`src/rtl/sr_cmd_gen.sv`:
```
// Debounced set/clear command generator driving the S/R inputs of the latch stage.
// Each button is synchronized, debounced and edge-detected into a sticky request; a small FSM serves one request at a time.
module sr_cmd_gen #(
  parameter int DEBOUNCE_CYCLES = 4,
  parameter int PULSE_CYCLES    = 2
) (
  input  logic clk_i,
  input  logic rst_i,
  input  logic set_btn_i,
  input  logic clr_btn_i,
  output logic S_o,
  output logic R_o,
  output logic busy_o,
  output logic conflict_o
);

  localparam int DW = (DEBOUNCE_CYCLES > 1) ? $clog2(DEBOUNCE_CYCLES) : 1;
  localparam int PW = (PULSE_CYCLES > 1) ? $clog2(PULSE_CYCLES) : 1;
  localparam logic [DW-1:0] DEB_MAX = DW'(DEBOUNCE_CYCLES - 1);
  localparam logic [PW-1:0] PUL_MAX = PW'(PULSE_CYCLES - 1);

  typedef enum logic [1:0] {
    IDLE    = 2'd0,
    PULSE_S = 2'd1,
    PULSE_R = 2'd2,
    GAP     = 2'd3
  } state_t;

  // Bit 0 is the set channel, bit 1 the clear channel.
  logic [1:0]         btn_s;
  logic [1:0]         sync1_q, sync2_q;
  logic [1:0]         deb_q, deb_d, deb_dly_q;
  logic [1:0][DW-1:0] cnt_q, cnt_d;
  logic [1:0]         pend_q, pend_d;
  logic [1:0]         rise_s, take_s;
  logic               conflict_s;
  state_t             state_q, state_d;
  logic [PW-1:0]      pcnt_q, pcnt_d;

  assign btn_s  = {clr_btn_i, set_btn_i};
  assign rise_s = deb_q & ~deb_dly_q;

  always_comb begin
    deb_d = deb_q;
    cnt_d = cnt_q;
    for (int i = 0; i < 2; i++) begin
      if (sync2_q[i] != deb_q[i]) begin
        if (cnt_q[i] == DEB_MAX) begin
          deb_d[i] = sync2_q[i];
          cnt_d[i] = '0;
        end else begin
          cnt_d[i] = cnt_q[i] + DW'(1);
        end
      end else begin
        cnt_d[i] = '0;
      end
    end
  end

  always_comb begin
    state_d    = state_q;
    pcnt_d     = pcnt_q;
    take_s     = 2'b00;
    conflict_s = 1'b0;
    case (state_q)
      IDLE: begin
        // Simultaneous requests are ambiguous, so both are dropped.
        if (pend_q == 2'b11) begin
          take_s     = 2'b11;
          conflict_s = 1'b1;
        end else if (pend_q[0]) begin
          take_s  = 2'b01;
          state_d = PULSE_S;
          pcnt_d  = PUL_MAX;
        end else if (pend_q[1]) begin
          take_s  = 2'b10;
          state_d = PULSE_R;
          pcnt_d  = PUL_MAX;
        end else begin
          state_d = IDLE;
        end
      end
      PULSE_S, PULSE_R: begin
        if (pcnt_q == '0) begin
          state_d = GAP;
        end else begin
          pcnt_d = pcnt_q - PW'(1);
        end
      end
      GAP:     state_d = IDLE;
      default: state_d = IDLE;
    endcase
    pend_d = rise_s | (pend_q & ~take_s);
  end

  always_ff @(posedge clk_i) begin
    if (rst_i) begin
      sync1_q   <= 2'b00;
      sync2_q   <= 2'b00;
      deb_q     <= 2'b00;
      deb_dly_q <= 2'b00;
      cnt_q     <= '0;
      pend_q    <= 2'b00;
      state_q   <= IDLE;
      pcnt_q    <= '0;
    end else begin
      sync1_q   <= btn_s;
      sync2_q   <= sync1_q;
      deb_q     <= deb_d;
      deb_dly_q <= deb_q;
      cnt_q     <= cnt_d;
      pend_q    <= pend_d;
      state_q   <= state_d;
      pcnt_q    <= pcnt_d;
    end
  end

  assign S_o        = (state_q == PULSE_S);
  assign R_o        = (state_q == PULSE_R);
  assign busy_o     = (state_q != IDLE);
  assign conflict_o = conflict_s;

endmodule

```
`config.mk`:
```
export PLATFORM = sky130hd
export DESIGN_NAME = sr_cmd_gen
export DESIGN_NICKNAME = d
export VERILOG_FILES = /design/src/rtl/sr_cmd_gen.sv
export SDC_FILE = /design/constraint.sdc
export NUM_CORES = 1
export LEC_CHECK = 0
export ABC_AREA = 1
export BUFFER_PORTS_ARGS = -buffer_cell sky130_fd_sc_hd__buf_2
export CORE_AREA = 2 2 39 41
export CTS_BUF_LIST = sky130_fd_sc_hd__clkbuf_16
export CTS_CLUSTER_DIAMETER = 120
export DETAILED_ROUTE_END_ITERATION = 6
export DIE_AREA = 0 0 41 43
export HOLD_SLACK_MARGIN = 0.15
export MAX_ROUTING_LAYER = met4
export PLACE_DENSITY_LB_ADDON = 0.3
export SLEW_MARGIN = 20
export SYNTH_ARGS = -nofsm -noshare
export SYNTH_HDL_FRONTEND = slang
export SYNTH_SLANG_ARGS = --single-unit
```
`constraint.sdc`:
```
create_clock -name clk_i -period 2.9 [get_ports clk_i]
set_clock_uncertainty 0.1 [all_clocks]
set_input_delay 0.145 -clock clk_i [delete_from_list [all_inputs] [get_ports clk_i]]
set_output_delay 0.145 -clock clk_i [all_outputs]
set_load 0.01 [all_outputs]
```
# After elaboration in Yosys (flattened, before gate mapping)
# Cells that the tools add are included.
# word_totals
reg_bits	17
input_bits	4
output_inout_bits	4
elab_cells	55
# op_classes
add_sub_neg	3
eq_ne	11
n_mux	14
bitwise_logic	7
n_reduce_logical	10
# ops
op	count
$mux W2	6
$eq A2 B2 Y1 const B	5
$mux W1	6
$pmux W2 S3	1
$reduce_and A2 Y1	3
$reduce_or A3 Y1	2
$add A2 B1 Y2 const B	2
$and A2 B2 Y2	2
$ne A2 B2 Y1 const B	2
$not A2 Y2	2
$reduce_bool A2 Y1	2
$ne A3 B3 Y1 const B	1
$reduce_and A3 Y1	1
$eq A2 B1 Y1 const B	1
$logic_not A2 Y1	1
$ne A1 B1 Y1	2
$not A1 Y1	2
$or A2 B2 Y2	1
$pmux W1 S2	1
$reduce_or A2 Y1	1
$sub A1 B1 Y1 const B	1

# Depth between registers and ports, before layout
# depth
depth_word	7
ltp_mapped	8
ltp_nobuf	8

# Worst setup path after synthesis
# Ideal clock, no wire load.
# synth_path
kind	reg-to-reg
from	reg state_q[0]
to	reg state_q[0]
setup_ns	0.115
arrival_ns	1.052
slack_ns	1.633
path_stages_with_launch	7
path_cell_list	dfxtp_1 -> inv_1 -> ha_1 -> nand2_1 -> nand2_1 -> o21ai_1 -> nor2_1
# synth_via
elab_chain_cells	4
elab_cells_between_ends	9
# synth_rtl
item	line	rtl
from (decl)	37	state_t state_q, state_d;
from (signal assigned)	113	state_q <= state_d;
$eq A2 B1 Y1 or $eq A2 B2 Y1 (tied branches)	65	case (state_q)
$reduce_or A2 Y1	65	
$ne A2 B2 Y1 (no source line)	-	
$reduce_and A2 Y1 (no source line)	-	
# Several ways; a longest one is shown, not always the timed one.
# A chain may end at the register's enable or synchronous reset.

# Worst setup path after layout
# layout_path
from	reg state_q[0]
to	out conflict_o
# layout_via
elab_chain_cells	2
# layout_rtl
item	line	rtl
$logic_not A2 Y1	65	
$mux W1	65	
to (decl)	14	output logic conflict_o
# No other way between the ends.

==> flow_metrics.py <==
metrics = {
    "layout": {
        "most-common-layout-cells": "inv_1, nor2_1, dfxtp_1, nand2_1, buf_2",
        "finish.instance_area_um2": 887,
        "nets": 115,
        "final_common_cell": "inv_1",
        "instances_no_fill": 120,
        "postLayoutCoreUtil_pct": 64.1,
        "diodes": 0,
        "fillers": 113,
        "syn_to_final_growth_pct": 25.3,
        "drive_gt1_share_pct": 13.5,
    },
    "timing": {
        "slew_headroom_pct": 85.8,
        "finalHoldViolations": 0,
        "finalCriticalPeriod_ps": 1530,
        "rsz0062_at_grt": "false",
        "final-setup-viol-count": 0,
        "tightest_slew_ps": 212,
        "fmax_ghz": 0.654,
        "fin_crit_sh_pct": 52.8,
        "fin_setup_tns_ps": 0,
        "maxSlewViolCount": 0,
    },
    "yosys": {
        "syn_area_um2": 708,
        "synth_area_leaders": "dfxtp_1, ha_1, inv_1",
        "avgSynthCellArea_um2": 7.96,
        "syn-instance-count": 89,
        "synth_top_area_share_pct": 48.1,
        "syn_nets": 99,
        "ys_ff_latch": 17,
        "ys_warn_count": 0,
        "synth_top_area_cell": "dfxtp_1",
        "ys_types": 16,
        "ys_seq_area_share_pct": 48.1,
    },
    "clock_network": {
        "post_cts_buffers": 0,
        "clk_latency_ps": 240,
        "h-tree-depth": 1,
        "hold_buffers": 5,
        "path_clk_slew_ps": 50,
        "cts_buffer_depth": 2,
        "cts_sinks": 17,
        "cts_resized": 0,
        "root_buffer": "clkbuf_16",
        "cts_tree": "yes",
        "numCtsBuffers": 3,
    },
    "place": {
        "place.gp.congestion": 0.651,
        "place_area_um2": 758,
        "dpl.hpwl_um": 718,
        "port_buffers": 7,
        "placed_cells": 111,
    },
    "hold_path": {
        "holdPathStages": 2,
        "min_to": "sync2_q[1]",
        "hp-class": "flop to flop",
        "min_from": "sync1_q[1]",
    },
    "global_route": {
        "grt_usage_pct": 18.0,
        "grt_max_degree": 10,
        "overflow": 0,
        "grt_first_pass_wirelength_um": 1990,
        "antenna_found_initial": 0,
        "grt_pass1_vias": 524,
    },
    "run_status": {
        "status": "finished, final reports clean",
    },
    "die": {
        "die_w_um": 41,
        "rows": 14,
        "boundaryPins": 8,
        "die_area_mm2": 0.00176,
        "coreArea_mm2": 0.00138,
        "die_y_um": 43,
        "start_util_pct": 51.2,
    },
    "routing": {
        "dr_total_vias": 557,
        "routed_wl_um": 1070,
        "drcViolationCount": 0,
        "drtIter0Drc": 5,
        "dr.pass1.iters": 3,
        "viasPerCell": 4.64,
        "avgRoutedWirePerCell_um": 8.94,
        "drtAntennaViolNets": 0,
    },
    "run": {
        "max_cap_viol_count": 0,
    },
    "pwr": {
        "intPower_mw": 0.428,
        "seqPwrFrac_pct": 46.1,
        "p_sw_mw": 0.0905,
        "swShare_pct": 17.4,
        "clkPwrFrac_pct": 51.0,
        "vdd_drop_max_v": 0.000683,
        "combPwrFrac_pct": 2.9,
        "cellPowerDensity_mw_per_mm2": 585,
        "power.leakage_nw": 0.445,
    },
    "setup_path": {
        "r2r_end": "state_q[1]",
        "cp_max_fo": 6,
        "worstSetupPathType": "flop to primary output",
        "reg2regPathDepth": 6,
        "r2r_start": "state_q[0]",
        "worst-r2r-setup-slack_ps": 1520,
        "worstPathRequired_ps": 2650,
        "cp_data_arrival_time_ps": 1280,
        "worst_setup_path_end_kind": "primary output",
        "start_kind": "flop",
    },
}
==> sequential cells by signal, indices dropped and copies added, names as in the netlist <==
register	cells
sync1_q	2
cnt_q	4
sync2_q	2
pcnt_q	1
state_q	2
deb_dly_q	2
deb_q	2
pend_q	2
==> metrics by stage <==
| stage | hold WS [ps] | setup WS (ps) | power (mW) |
|---|---|---|---|
| finish | 301 | 1370 | 0.519 |
| global route | 312 | 1260 | 0.537 |
| floorplan | 152 | 1630 | 0.251 |
| global placement | 248 | 1550 | 0.253 |
| CTS | 303 | 1370 | 0.524 |
| detailed placement | 255 | 1540 | 0.254 |
==> layout make-up <==
type | count | area, µm² | share of cell area [%]
multi-input combinational | 52 | 292 | 32.9
tap | 16 | 20.0 | 2.26
timing repair buffer | 12 | 85.1 | 9.59
clock buffer | 3 | 75.1 | 8.46
clock inverter | 1 | 3.75 | 0.423
sequential | 17 | 340 | 38.4
inverter | 19 | 71.3 | 8.04
==> cells by family after synthesis <==
group / Yosys count / share of synthesized area [%]
flip-flops: 17 / 48.1
AO/OA/AOI/OAI: 15 / 12.0
buffers and inverters: 20 / 10.8
adder cells (fa/ha/maj): 6 / 10.6
AND/OR/NAND/NOR: 31 / 18.6
==> how the worst max path moves through the flow <==
stage                             to  cells after the start  slack (ps)        from
after floorplan           state_q[0]                      6        1630  state_q[0]
after global placement    state_q[1]                      6        1550  state_q[0]
after detailed placement  state_q[0]                      6        1540  state_q[0]
after global routing      conflict_o                      5        1260  state_q[1]
final                     conflict_o                      5        1370  state_q[0]
after CTS                 conflict_o                      5        1370  state_q[0]
==> critical path: stages (launching register included) <==
cell and delay [ps]:
dfxtp_1 320, inv_1 100, ha_1 260, nand3_2 160, inv_1 80, buf_2 120
==> cell usage after synthesis <==
cell	instances
nand2_1	8
o31ai_1	2
buf_2	1
nand3_2	1
dfxtp_1	17
o21ai_1	2
a21oi_1	6
nor2_1	17
o211ai_1	2
nand3_1	3
nand4_1	1
nand2_2	1
inv_2	2
inv_1	17
ha_1	6
o21ai_0	3
==> routing by layer <==
layer,vias up,global-route usage [%],part of all wire [%]
met5,-,-,0
met1,237,19.3,48
li1,304,-,-
met2,11,25.6,43
met4,0,12.0,3.8
met3,5,7.85,5.0
==> power by group through the flow <==
stage / clock network (mW) / registers [mW] / logic, mW
after floorplan: 0 / 0.243 / 0.00731
after global placement: 0 / 0.244 / 0.00959
after detailed placement: 0 / 0.244 / 0.0100
after CTS: 0.269 / 0.239 / 0.0150
after global routing: 0.281 / 0.239 / 0.0172
final: 0.264 / 0.239 / 0.0152
Power figures use the tool's default switching activity.
